[config.mk]
export PLATFORM = sky130hd
export DESIGN_NAME = sad_best_match
export DESIGN_NICKNAME = d
export VERILOG_FILES = /design/src/rtl/sad_pkg.sv /design/src/rtl/sad_min_cmp.sv /design/src/rtl/sad_best_match.sv
export SDC_FILE = /design/constraint.sdc
export NUM_CORES = 1
export LEC_CHECK = 0
export ABC_AREA = 1
export CAP_MARGIN = 20
export CORE_MARGIN = 2
export CORE_UTILIZATION = 46
export CTS_CLUSTER_SIZE = 12
export DETAILED_ROUTE_END_ITERATION = 16
export HOLD_SLACK_MARGIN = 0.12
export PLACE_DENSITY = 0.81
export SYNTH_ARGS = -nofsm -noshare
export SYNTH_HDL_FRONTEND = slang
export SYNTH_SLANG_ARGS = --single-unit
export TNS_END_PERCENT = 50
[constraint.sdc]
create_clock -name clk -period 3.2 [get_ports clk]
set_clock_uncertainty 0.15 [all_clocks]
set_input_delay 0.48 -clock clk [delete_from_list [all_inputs] [get_ports clk]]
set_output_delay 0.48 -clock clk [all_outputs]
set_load 0.01 [all_outputs]
[src/rtl/sad_pkg.sv]
// Shared motion-estimation SAD types: default width, all-ones SAD marker and the
// best-match search FSM state encoding.
package sad_pkg;

    localparam int SAD_W_DFLT = 16;
    localparam logic [SAD_W_DFLT-1:0] SAD_MAX = '1;

    typedef enum logic [1:0] {
        ST_IDLE   = 2'd0,
        ST_SEARCH = 2'd1,
        ST_DONE   = 2'd2
    } sad_bm_state_t;

endpackage

[src/rtl/sad_min_cmp.sv]
// Minimum-search update decision: first candidate always loads, later ones only
// on a strict improvement so ties keep the lower index.
module sad_min_cmp #(
    parameter int SAD_W = 16
) (
    input  logic [SAD_W-1:0] sad_in,
    input  logic [SAD_W-1:0] best_sad,
    input  logic             first,
    output logic             upd
);

    assign upd = first | (sad_in < best_sad);

endmodule

[src/rtl/sad_best_match.sv]
// Best-match search over a window of NUM_CAND block SADs; reports min SAD and index.
// Optional threshold early termination: define SAD_BEST_MATCH_EARLY_TERM_EN.
module sad_best_match
    import sad_pkg::*;
#(
    parameter int SAD_W    = SAD_W_DFLT,
    parameter int NUM_CAND = 64,
    parameter int IDX_W    = $clog2(NUM_CAND)
) (
    input  logic             clk,
    input  logic             reset,
    input  logic             start,
    input  logic             sad_valid,
    input  logic [SAD_W-1:0] sad_in,
    input  logic [SAD_W-1:0] thresh,
    output logic             busy,
    output logic             done,
    output logic [SAD_W-1:0] best_sad,
    output logic [IDX_W-1:0] best_idx,
    output logic             early_term,
    output logic [IDX_W:0]   cand_cnt
);

    localparam int CNT_W = IDX_W + 1;

    sad_bm_state_t state;
    logic          accept;
    logic          first;
    logic          last;
    logic          hit;
    logic          upd;

    assign accept = (state == ST_SEARCH) && sad_valid;
    assign first  = (cand_cnt == '0);
    assign last   = (cand_cnt == CNT_W'(NUM_CAND - 1));

`ifdef SAD_BEST_MATCH_EARLY_TERM_EN
    assign hit = (sad_in <= thresh);
`else
    logic unused_thresh;
    assign unused_thresh = ^thresh;
    assign hit           = 1'b0;
`endif

    sad_min_cmp #(.SAD_W(SAD_W)) u_cmp (
        .sad_in   (sad_in),
        .best_sad (best_sad),
        .first    (first),
        .upd      (upd)
    );

    assign busy = (state == ST_SEARCH);
    assign done = (state == ST_DONE);

    always_ff @(posedge clk) begin
        if (reset) begin
            state      <= ST_IDLE;
            best_sad   <= '1;
            best_idx   <= '0;
            cand_cnt   <= '0;
            early_term <= 1'b0;
        end else begin
            case (state)
                ST_IDLE: begin
                    if (start) begin
                        state      <= ST_SEARCH;
                        best_sad   <= '1;
                        best_idx   <= '0;
                        cand_cnt   <= '0;
                        early_term <= 1'b0;
                    end
                end
                ST_SEARCH: begin
                    if (accept) begin
                        cand_cnt <= cand_cnt + CNT_W'(1);
                        if (upd) begin
                            best_sad <= sad_in;
                            best_idx <= cand_cnt[IDX_W-1:0];
                        end
                        // A threshold hit closes the window even before the last slot
                        if (hit) begin
                            early_term <= 1'b1;
                            state      <= ST_DONE;
                        end else if (last) begin
                            state <= ST_DONE;
                        end
                    end
                end
                ST_DONE: state <= ST_IDLE;
                default: state <= ST_IDLE;
            endcase
        end
    end

endmodule

# Word-level counts from Yosys, hierarchy flattened
# Cells that the tools add are included.
dict set report word_totals {
  reg_bits 31
  output_inout_bits 32
  wordCells 36
}
dict set report op_classes {
  n_addsub 1
  order_cmp 1
  n_eq_ne 7
  mux 15
  bitwise 1
  reduce_logical 7
}
# operator count
set ops {}
lappend ops {{$mux 16} 3}
lappend ops {{$pmux 16 s2} 1}
lappend ops {{$mux 6} 3}
lappend ops {{$lt 16x16->1} 1}
lappend ops {{$mux 7} 2}
lappend ops {{$pmux 7 s2} 1}
lappend ops {{$pmux 6 s2} 1}
lappend ops {{$add 7x1->7 const B} 1}
lappend ops {{$eq 7x6->1 const B} 1}
lappend ops {{$logic_not 7->1} 1}
lappend ops {{$mux 2} 3}
lappend ops {{$ne 2x1->1 const B} 3}
lappend ops {{$reduce_and 3->1} 2}
lappend ops {{$pmux 2 s2} 1}
lappend ops {{$reduce_and 4->1} 1}
lappend ops {{$eq 2x1->1 const B} 1}
lappend ops {{$eq 2x2->1 const B} 1}
lappend ops {{$logic_not 2->1} 1}
lappend ops {{$ne 2x2->1 const B} 1}
lappend ops {{$reduce_bool 2->1} 1}
lappend ops {{$logic_and 1x1->1} 1}
lappend ops {{$or 1x1->1} 1}

# Longest topological paths before layout
# Gate-level depths: netlist of the first run.
dict set report logic_depth {
  word_depth 5
  depth_mapped 15
}

# Hierarchy
# From an unflattened synthesis of the first run, not the netlist that was laid out.
dict set report unflattened {
  hier_cells 253
  area_unflattened_um2 1871.8
}
# module n_inst cells_each area_per_inst_um2
set by_module_without_submodules {}
lappend by_module_without_submodules {sad_best_match 1 185 1451.4}
lappend by_module_without_submodules {sad_min_cmp 1 68 420.4}

# Least setup slack after synthesis of the first run
# No wires, ideal clock.
dict set report synth_timing {
  kind {input to register}
  from {input port sad_in[5]}
  to {register best_sad[10]}
  t_arrival_ps 1651
  required_time_ps 2916
  setup_slack_ps 1265
  cell_stages 12
  n_path_buf 1
  cell_sequence {ha_1 > a21oi_1 > nor2_1 > nor3_1 > nand2_1 > nand2_1 > nand2_2 > nand2_4 > nand2_8 > buf_6 > nand2_1 > nand3_1}
}
dict set report synth_via {
  elab_chain_len 4
}
# element line_no
set synth_lines {}
lappend synth_lines {{from (decl)} sad_best_match.sv:14} ;# input logic [SAD_W-1:0] sad_in,
lappend synth_lines {{$lt 16x16->1} sad_min_cmp.sv:12} ;# assign upd = first | (sad_in < best_sad);
lappend synth_lines {{$or 1x1->1} sad_min_cmp.sv:12}
lappend synth_lines {{$ne 2x1->1 (no source line)} --}
lappend synth_lines {{$reduce_and 4->1 (no source line)} --}
lappend synth_lines {{to (signal assigned)} sad_best_match.sv:77} ;# best_sad <= sad_in;
lappend synth_lines {{to (decl)} sad_best_match.sv:18} ;# output logic [SAD_W-1:0] best_sad,
# Every way passes these cells.
# A chain may end at the register's enable or synchronous reset.

# Final worst setup path of the first run
dict set report layout_timing {
  from {input port sad_in[5]}
  to {register best_idx[5]}
}
dict set report layout_via {
  elab_chain_len 4
}
# element line_no
set layout_lines {}
lappend layout_lines {{$lt 16x16->1} sad_min_cmp.sv:12}
lappend layout_lines {{$or 1x1->1} sad_min_cmp.sv:12}
lappend layout_lines {{$ne 2x1->1 (no source line)} --}
lappend layout_lines {{$reduce_and 4->1 (no source line)} --}
lappend layout_lines {{to (signal assigned)} sad_best_match.sv:78} ;# best_idx <= cand_cnt[IDX_W-1:0];
lappend layout_lines {{to (decl)} sad_best_match.sv:19} ;# output logic [IDX_W-1:0] best_idx,
# Every way passes these cells.

==> reports/metrics.yaml, run 1 <==
swShare: 0.293
cts_tree: "done"
dieArea_um2: 4560
ys_seq_elements: 31
grt_pass1_wl_um: 7160
grt_pass1_vias: 1585
critical_path.startpoint_type: "primary input"
dp_hpwl_um: 3070
sequentialPowerShare: 0.416
drt_pass1_iterations: 4
holdPathEnd: "best_idx[3]$_SDFFE_PP0P_"
die_y_um: 67.5
synth_edf_count: 0
placed_area_um2: 2360
gr-total-overflow: 0
switchingPower_w: 0.000304
syn_nets: 312
gp_congestion: 0.840
leakage_nw: 1.23
die_w_um: 67.5
netlist.area_leader.share: 0.334
avgSynthCellArea_um2: 7.17
drtAntennaViolNets: 0
antenna_found_initial: 0
clk_latency_ns: 0.28
power_frac_comb: 0.251
slew_viol_final: 0
cts_buffers: 5
arrival_ns: 2.48
timing.rr.start: "best_sad[5]$_SDFFE_PP1P_"
cellPowerDensity_nw_per_um2: 421
finish.utilization: 0.626
period_minus_slack_ns: 2.41
synth_common_cells: "51 x nand2_1, 37 x nand3_1, 35 x inv_1, 31 x dfxtp_1, 23 x nor2_1"
clock.fmax_mhz: 415
hold_buffers: 0
worstSetupPathType: "in -> reg"
cp-end-kind: "flop"
intPower_w: 0.000736
yosys.area.top_type: "dfxtp_1"
port_buffers: 50
wl_um: 4400
synth_flop_cell: "dfxtp_1"
hold_class: "reg -> reg"
wl_per_cell_um: 12.3
synth_area_um2: 1860
drtIter0Drc: 110
crit_required_ns: 3.27
clockBufferDepth: 2
drcViolationCount: 0
fin_area_um2: 2470
rows: 23
cts.sinks: 31
worstHoldStart: "best_idx[3]$_SDFFE_PP0P_"
antennaDiodeCount: 0
r2r_slack_ns: 1.04
vias: 1782
grt_setup_unrepaired: "no"
synth_area_leaders: "dfxtp_1 33%, ha_1 11%, nand2_1 10%, nand3_1 10%, inv_1 7.1%"
cts-resized-gates: 0
start_util: 0.471
pwr-share-clk: 0.333
fillCellCount: 366
holdPathStages: 2
status: "finished, final reports clean"
yosysWarnings: 0
fin_setup_tns_ns: 0
netlist_instances: 259
drive_gt1_frac: 0.110
coreArea_um2: 3940
grt_max_degree: 27
grt_usage: 0.208
reg2reg_depth: 13
drv_cap: 0
async_reset_ff_frac: 0
area_delta_synth_final_pct: 33.0
hold_viol_final: 0
post-cts-setup-buffers: 0
pin_count: 68
r2r-end: "best_idx[5]$_SDFFE_PP0P_"
path_max_fanout: 26
cts.htree.levels: 2
ys_seq_area_frac: 0.334
synth_most_common_cell: "nand2_1"
clk_pin_slew_worst_paths_ns: 0.07
min_period_over_period: 0.753
cts_root_buffer: "clkbuf_8"
layout.nets: 360
vias_per_cell: 4.98
setup_viol: 0
ir_drop_mv: 0.302
yosysUniqueCellTypes: 29
[per-stage QoR]
step	hold slack (ns)	power (W)	cells	setup slack [ns]
floorplan	0.350	0.000598	259	1.27
global placement	0.314	0.000695	350	0.589
detailed placement	0.324	0.000702	350	0.547
CTS	0.338	0.00105	358	0.789
global route	0.360	0.00110	358	0.649
finish	0.334	0.00104	358	0.790
[area by class of cell]
cell class | count | area (um2) | area share
clock buffer | 7 | 96.3 | 0.0390
tap | 50 | 62.6 | 0.0253
multi-input combinational | 181 | 1030 | 0.417
timing repair buffer | 51 | 508 | 0.206
clock inverter | 1 | 7.51 | 0.00304
sequential | 31 | 621 | 0.251
inverter | 37 | 144 | 0.0583
[logic make-up (layout without fill, tap and decap cells)]
group | after synthesis | in the layout | share of synthesized area
xor+xnor | 1 | 1 | 0.00472
buf+inv | 47 | 96 | 0.111
other cells | 1 | 1 | 0.00202
compound gates | 19 | 19 | 0.0546
flops | 31 | 31 | 0.334
fa+ha+maj | 17 | 17 | 0.115
simple gates | 143 | 143 | 0.379
[flip-flops by register name, indices dropped and copies added (netlist names)]
name	flops
best_sad	16
cand_cnt	7
state	2
best_idx	6
[critical path: stages]
cell and delay, ns:
clkdlybuf4s50_1 0.42, ha_1 0.32, a21oi_1 0.17, nor2_1 0.06, nor3_1 0.14, nand2_1 0.10, nand2_1 0.08, nand2_2 0.06
nand2_4 0.22, nand2_8 0.18, nand2_1 0.10, nand2_1 0.05, nor2_1 0.10
[worst max-delay path by stage]
stage | start | end | slack [ns]
CTS | sad_in[5] | best_idx[5]$_SDFFE_PP0P_ | 0.79
floorplan | sad_in[5] | best_sad[10]$_SDFFE_PP1P_ | 1.27
global placement | sad_in[5] | best_idx[5]$_SDFFE_PP0P_ | 0.59
global route | sad_in[5] | best_sad[10]$_SDFFE_PP1P_ | 0.65
finish | sad_in[5] | best_idx[5]$_SDFFE_PP0P_ | 0.79
detailed placement | sad_in[15] | best_idx[5]$_SDFFE_PP0P_ | 0.55
[power groups by stage]
| stage | Clock (W) | Sequential (W) | Combinational [W] |
|---|---|---|---|
| 6_report | 0.000346 | 0.000433 | 0.000262 |
| 3_5_place_dp | 0 | 0.000441 | 0.000261 |
| 2_1_floorplan | 0 | 0.000451 | 0.000148 |
| 4_1_cts | 0.000353 | 0.000433 | 0.000264 |
| 3_3_place_gp | 0 | 0.000440 | 0.000254 |
| 5_1_grt | 0.000371 | 0.000436 | 0.000295 |
[routing by layer]
layer,track usage,share of wire,vias up,routed length (um)
li1,-,-,919,-
met1,0.257,0.46,809,2040
met2,0.349,0.47,48,2050
met3,0.0533,0.060,6,265
met4,0.0689,0.011,0,47
met5,0,0,-,0
[placed cells by master, fill, tap and decap left out, drive strengths merged]
cell type / Yosys / routed
o31ai: 1 / 1
nor3: 6 / 6
o21ai: 4 / 4
a31oi: 1 / 1
ha: 17 / 17
xor2: 1 / 1
nand4: 2 / 2
nor3b: 1 / 1
dfxtp: 31 / 31
clkinv: 1 / 1
o211ai: 1 / 1
or2: 15 / 15
nand3: 38 / 38
nor4: 1 / 1
clkdlybuf4s50: 0 / 50
nand2: 57 / 57
nor2: 23 / 23
clkbuf: 4 / 7
a21oi: 12 / 12
buf: 6 / 1
clkinvlp: 0 / 1
conb: 1 / 1
inv: 36 / 36
No activity file was read; power rests on OpenSTA's default activity.
==> run 2, diff against run 1 <==
Settings changed: CORE_UTILIZATION 46 to 45, PLACE_DENSITY 0.81 to 0.8.
Clock period 3.2 ns to 2.4 ns, I/O delays scaled along.
==> reports/metrics.yaml, run 2 (synthesis results as in run 1) <==
hold_buffers: 0  # unchanged
ir_drop_mv: 0.318  # +5.3%
coreArea_um2: 3970  # +0.73%
reg.largest.list: "best_sad: 16 flops, cand_cnt: 7 flops, best_idx: 6 flops"
antennaDiodeCount: 0  # unchanged
holdPathStages: 2  # unchanged
worstSetupPathType: "in -> reg"
drv_cap: 0  # unchanged
fillCellCount: 393  # +7.4%
drtAntennaViolNets: 0  # unchanged
layout.nets: 363  # +0.83%
arrival_ns: 2.19  # -0.29 ns
worstHoldStart: "best_sad[10]$_SDFFE_PP1P_"
crit_required_ns: 2.47  # -0.80 ns
timing.rr.start: "best_sad[5]$_SDFFE_PP1P_"
cts.sinks: 31  # unchanged
cellPowerDensity_nw_per_um2: 557  # +32%
cts-resized-gates: 0  # unchanged
fin_setup_tns_ns: 0  # unchanged
cts_root_buffer: "clkbuf_8"
cp_slowest_cell: "clkdlybuf4s50_1"
layout_commonest_cell: "nand2_1"
critical_path.startpoint_type: "primary input"
slew_viol_final: 0  # unchanged
r2r-end: "best_sad[12]$_SDFFE_PP1P_"
mostFrequentLayoutCells: "51 x nand2_1, 50 x clkdlybuf4s50_1, 37 x nand3_1"
antenna_found_initial: 0  # unchanged
gr-total-overflow: 0  # unchanged
setup_viol: 0  # unchanged
hold_viol_final: 0  # unchanged
dieArea_um2: 4660  # +2.1%
hold_class: "reg -> reg"
path_max_fanout: 10  # -62%
grt_pass1_wl_um: 7210  # +0.67%
cts_buffers: 5  # unchanged
drtIter0Drc: 93  # -15%
cts.htree.levels: 2  # unchanged
dp_hpwl_um: 3090  # +0.49%
vias_per_cell: 4.95  # -0.55%
status: "finished, final reports clean"
post-cts-setup-buffers: 0  # unchanged
grt_usage: 0.207  # -0.000524
clockBufferDepth: 2  # unchanged
grt_max_degree: 27  # unchanged
die_y_um: 68.2  # +1.0%
gp_congestion: 0.837  # -0.30%
clock.fmax_mhz: 472
crit_chain: "clkdlybuf4s50_1 > ha_1 > a21oi_1 > nor2_1 > nor3_1 > nand2_1 > nand2_1 > nand2_2 > nand2_4 > buf_4 > nand3_1 > nand3_1"
wl_per_cell_um: 12.0  # -2.2%
r2r_slack_ns: 0.42  # -0.62 ns
holdPathEnd: "best_sad[10]$_SDFFE_PP1P_"
finish.utilization: 0.626  # about the same
drcViolationCount: 0  # unchanged
clk_pin_slew_worst_paths_ns: 0.07  # about the same
area_delta_synth_final_pct: 34.0
vias: 1787  # +0.28%
largest_register_ffs: 16  # unchanged
port_buffers: 50  # unchanged
min_period_over_period: 0.883
grt_setup_unrepaired: "no"
cts_tree: "done"
clk_latency_ns: 0.28  # about the same
grt_pass1_vias: 1659  # +4.7%
crit_path_max_incr_delay_ns: 0.42  # about the same
drt_pass1_iterations: 4  # unchanged
pin_count: 68  # unchanged
reg2reg_depth: 12  # -1
period_minus_slack_ns: 2.12
leakage_nw: 1.25  # +1.1%
wl_um: 4340  # -1.4%
cp-end-kind: "flop"
drive_gt1_frac: 0.116  # +0.00537
largest_register: "best_sad"
start_util: 0.468  # -0.00341
die_w_um: 68.2  # +1.0%
rows: 23  # unchanged
## run 2: report_power, final
part / leakage [nW] / switching [W] / total [W] / internal (W)
Sequential: 0.255 / 0.0000258 / 0.000577 / 0.000551
Clock: 0.0515 / 0.000196 / 0.000458 / 0.000262
Combinational: 0.939 / 0.000179 / 0.000350 / 0.000171
## run 2: cell type report
cell class	instances	area (um2)	area share
sequential	31	621	0.249
timing repair buffer	54	531	0.213
clock buffer	8	100	0.0402
multi-input combinational	181	1030	0.414
tap	50	62.6	0.0252
inverter	37	144	0.0578
## run 2: through the flow
step,setup WS (ns),hold WS (ns),total power (W),area (um2),cells
after floorplan,0.529,0.279,0.000798,1860,259
after global placement,0.0865,0.316,0.000928,2390,353
after detailed placement,0.0341,0.323,0.000938,2390,353
after CTS,0.281,0.338,0.00140,2490,361
after global routing,0.0971,0.358,0.00147,2490,361
final,0.280,0.335,0.00138,2490,361
## run 2: worst max path at each step
stage,startpoint,endpoint,slack (ns)
global placement,sad_in[5],best_idx[5]$_SDFFE_PP0P_,0.09
detailed placement,sad_in[15],best_sad[12]$_SDFFE_PP1P_,0.03
global route,sad_in[5],best_sad[12]$_SDFFE_PP1P_,0.1
finish,sad_in[5],best_sad[12]$_SDFFE_PP1P_,0.28
CTS,sad_in[5],best_sad[12]$_SDFFE_PP1P_,0.28
floorplan,best_sad[5]$_SDFFE_PP1P_,best_sad[10]$_SDFFE_PP1P_,0.53
## run 2: per-layer routing
layer	GRT usage	wire (um)
met4	0.0725	46
met3	0.0592	292
met5	0	0
met2	0.350	2010
met1	0.251	2000
## run 2: critical path, delay by kind of cell
kind            cells  cell delay [ns]
compound gates      1             0.14
fa+ha+maj           1             0.31
buf+inv             2             0.61
simple gates        8             0.76
==> run 3, diff against run 2 <==
Settings changed: CORE_MARGIN 2 to unset, GPL_ROUTABILITY_DRIVEN set to 0.
==> reports/metrics.yaml, run 3 (synthesis results as in run 1) <==
die_y_um: 66.2  # -2.9%
cellPowerDensity_nw_per_um2: 538  # -3.3%
grt_pass1_wl_um: 7070  # -1.9%
post-cts-setup-buffers: 0  # unchanged
arrival_ns: 1.69  # -0.50 ns
port_buffers: 50  # unchanged
regArea_um2: 621  # unchanged
layout.nets: 362  # -0.28%
clock.fmax_mhz: 454  # -3.7%
largest_register: "best_sad"
hold_viol_final: 0  # unchanged
holdPathStages: 2  # unchanged
dp_hpwl_um: 2920  # -5.5%
wl_per_cell_um: 11.6  # -3.5%
intPower_w: 0.000919  # -6.6%
area_delta_synth_final_pct: 32.5
wl_um: 4160  # -4.4%
switchingPower_w: 0.000406  # +1.3%
clk_pin_slew_worst_paths_ns: 0.07  # about the same
leakage_nw: 1.24  # -0.67%
drt_pass1_iterations: 4  # unchanged
cts.htree.levels: 2  # unchanged
swShare: 0.307  # +0.0170
reg2reg_depth: 13  # +1
sequentialPowerShare: 0.435  # +0.018
grt_usage: 0.214  # +0.00633
antenna_found_initial: 0  # unchanged
cts_buffers: 5  # unchanged
hold_buffers: 0  # unchanged
clockBufferDepth: 2  # unchanged
busiest_layer: "met2"
drv_cap: 0  # unchanged
rows: 22  # -4.3%
vias_per_cell: 4.88  # -1.5%
crit_path_max_incr_delay_ns: 0.51  # +0.09 ns
grt_pass1_vias: 1606  # -3.2%
fillCellCount: 351  # -11%
pin_count: 68  # unchanged
drive_gt1_frac: 0.116  # +0.000373
cts.sinks: 31  # unchanged
grtUsageMet1: 0.248  # -0.00282
worstSetupPathType: "reg -> out"
multi_input_area_um2: 1030  # unchanged
antennaDiodeCount: 0  # unchanged
finish.utilization: 0.648  # +0.0216
met2_usage: 0.358  # +0.00890
grt_setup_unrepaired: "no"
cts_tree: "done"
drtAntennaViolNets: 0  # unchanged
layout_commonest_cell: "nand2_1"
dieArea_um2: 4390  # -5.8%
gr-total-overflow: 0  # unchanged
die_w_um: 66.2  # -2.9%
crit_chain: "inv_1 > nand2_2 > clkinv_4 > clkdlybuf4s50_1"
setup_viol: 0  # unchanged
coreArea_um2: 3800  # -4.3%
status: "finished, final reports clean"
mostFrequentLayoutCells: "51 x nand2_1, 50 x clkdlybuf4s50_1, 37 x nand3_1"
cp-end-kind: "output pin"
min_period_over_period: 0.917  # +0.0339
cp_slowest_cell: "clkdlybuf4s50_1"
vias: 1746  # -2.3%
slew_viol_final: 0  # unchanged
ir_drop_mv: 0.335  # +5.2%
largest_register_ffs: 16  # unchanged
hold_class: "reg -> reg"
crit_required_ns: 1.89  # -0.58 ns
power_frac_comb: 0.261  # +0.008
drtIter0Drc: 123  # +32%
use_met3: 0.0655  # +0.00631
clk_latency_ns: 0.29  # about the same
start_util: 0.489  # +0.0213
cts-resized-gates: 0  # unchanged
critical_path.startpoint_type: "flop"
grt_max_degree: 27  # unchanged
path_max_fanout: 23  # +13
period_minus_slack_ns: 2.20  # +0.0813 ns
reg.largest.list: "best_sad: 16 flops, cand_cnt: 7 flops, best_idx: 6 flops"
drcViolationCount: 0  # unchanged
cts_root_buffer: "clkbuf_8"
pwr-share-clk: 0.305  # -0.026
fin_setup_tns_ns: 0  # unchanged
==> run 3: cell count changes in the layout (fill, tap and decap cells not counted), sizes merged <==
| cell | change |
|---|---|
| clkbuf | -3 |
| clkinv | +3 |
| buf | -1 |
==> run 3: critical path: cells and delay by family, from the launching register on <==
family	cells	cell delay (ns)
buffers and inverters	3	0.74
flip-flops	1	0.33
AND/OR/NAND/NOR	1	0.33
==> run 3: path summary, 6_finish.rpt <==
kind	from	end	slack (ns)
worst max-delay path	state[1]$_SDFFE_PP0P_	busy	0.20
worst min-delay path	best_sad[3]$_SDFFE_PP1P_	best_sad[3]$_SDFFE_PP1P_	0.33
worst max register to register	best_sad[5]$_SDFFE_PP1P_	best_idx[1]$_SDFFE_PP0P_	0.45
worst min register to register	best_sad[3]$_SDFFE_PP1P_	best_sad[3]$_SDFFE_PP1P_	0.33
==> run 3: layout make-up <==
class / count / share of cell area
multi-input cells: 181 / 0.418
flip-flops and latches: 31 / 0.252
repair buffers: 53 / 0.213
inverters: 37 / 0.0585
clock buffers: 5 / 0.0280
well taps: 48 / 0.0244
clock inverters: 3 / 0.00610
==> run 3: per-stage QoR <==
| step | worst slack (ns) | area, um2 | hold slack (ns) | total power [W] | std cells |
|---|---|---|---|---|---|
| after detailed placement | 0.0393 | 2380 | 0.319 | 0.000933 | 350 |
| after global routing | 0.0757 | 2460 | 0.360 | 0.00142 | 358 |
| final | 0.199 | 2460 | 0.332 | 0.00132 | 358 |
| after global placement | 0.0676 | 2380 | 0.316 | 0.000926 | 350 |
| after CTS | 0.183 | 2460 | 0.336 | 0.00134 | 358 |
| after floorplan | 0.529 | 1860 | 0.279 | 0.000798 | 259 |
==> run 3: layer usage <==
layer / up-vias / wire length, um
met3: 9 / 274
met5: - / 0
met2: 50 / 1860
met4: 0 / 89
li1: 924 / -
met1: 763 / 1930
==> run 3: power by group through the flow <==
| stage | clock network, W | registers, W | logic, W |
|---|---|---|---|
| 3_5_place_dp | 0 | 0.000588 | 0.000345 |
| 3_3_place_gp | 0 | 0.000587 | 0.000338 |
| 2_1_floorplan | 0 | 0.000601 | 0.000197 |
| 5_1_grt | 0.000442 | 0.000580 | 0.000393 |
| 4_1_cts | 0.000413 | 0.000576 | 0.000350 |
| 6_report | 0.000404 | 0.000576 | 0.000345 |
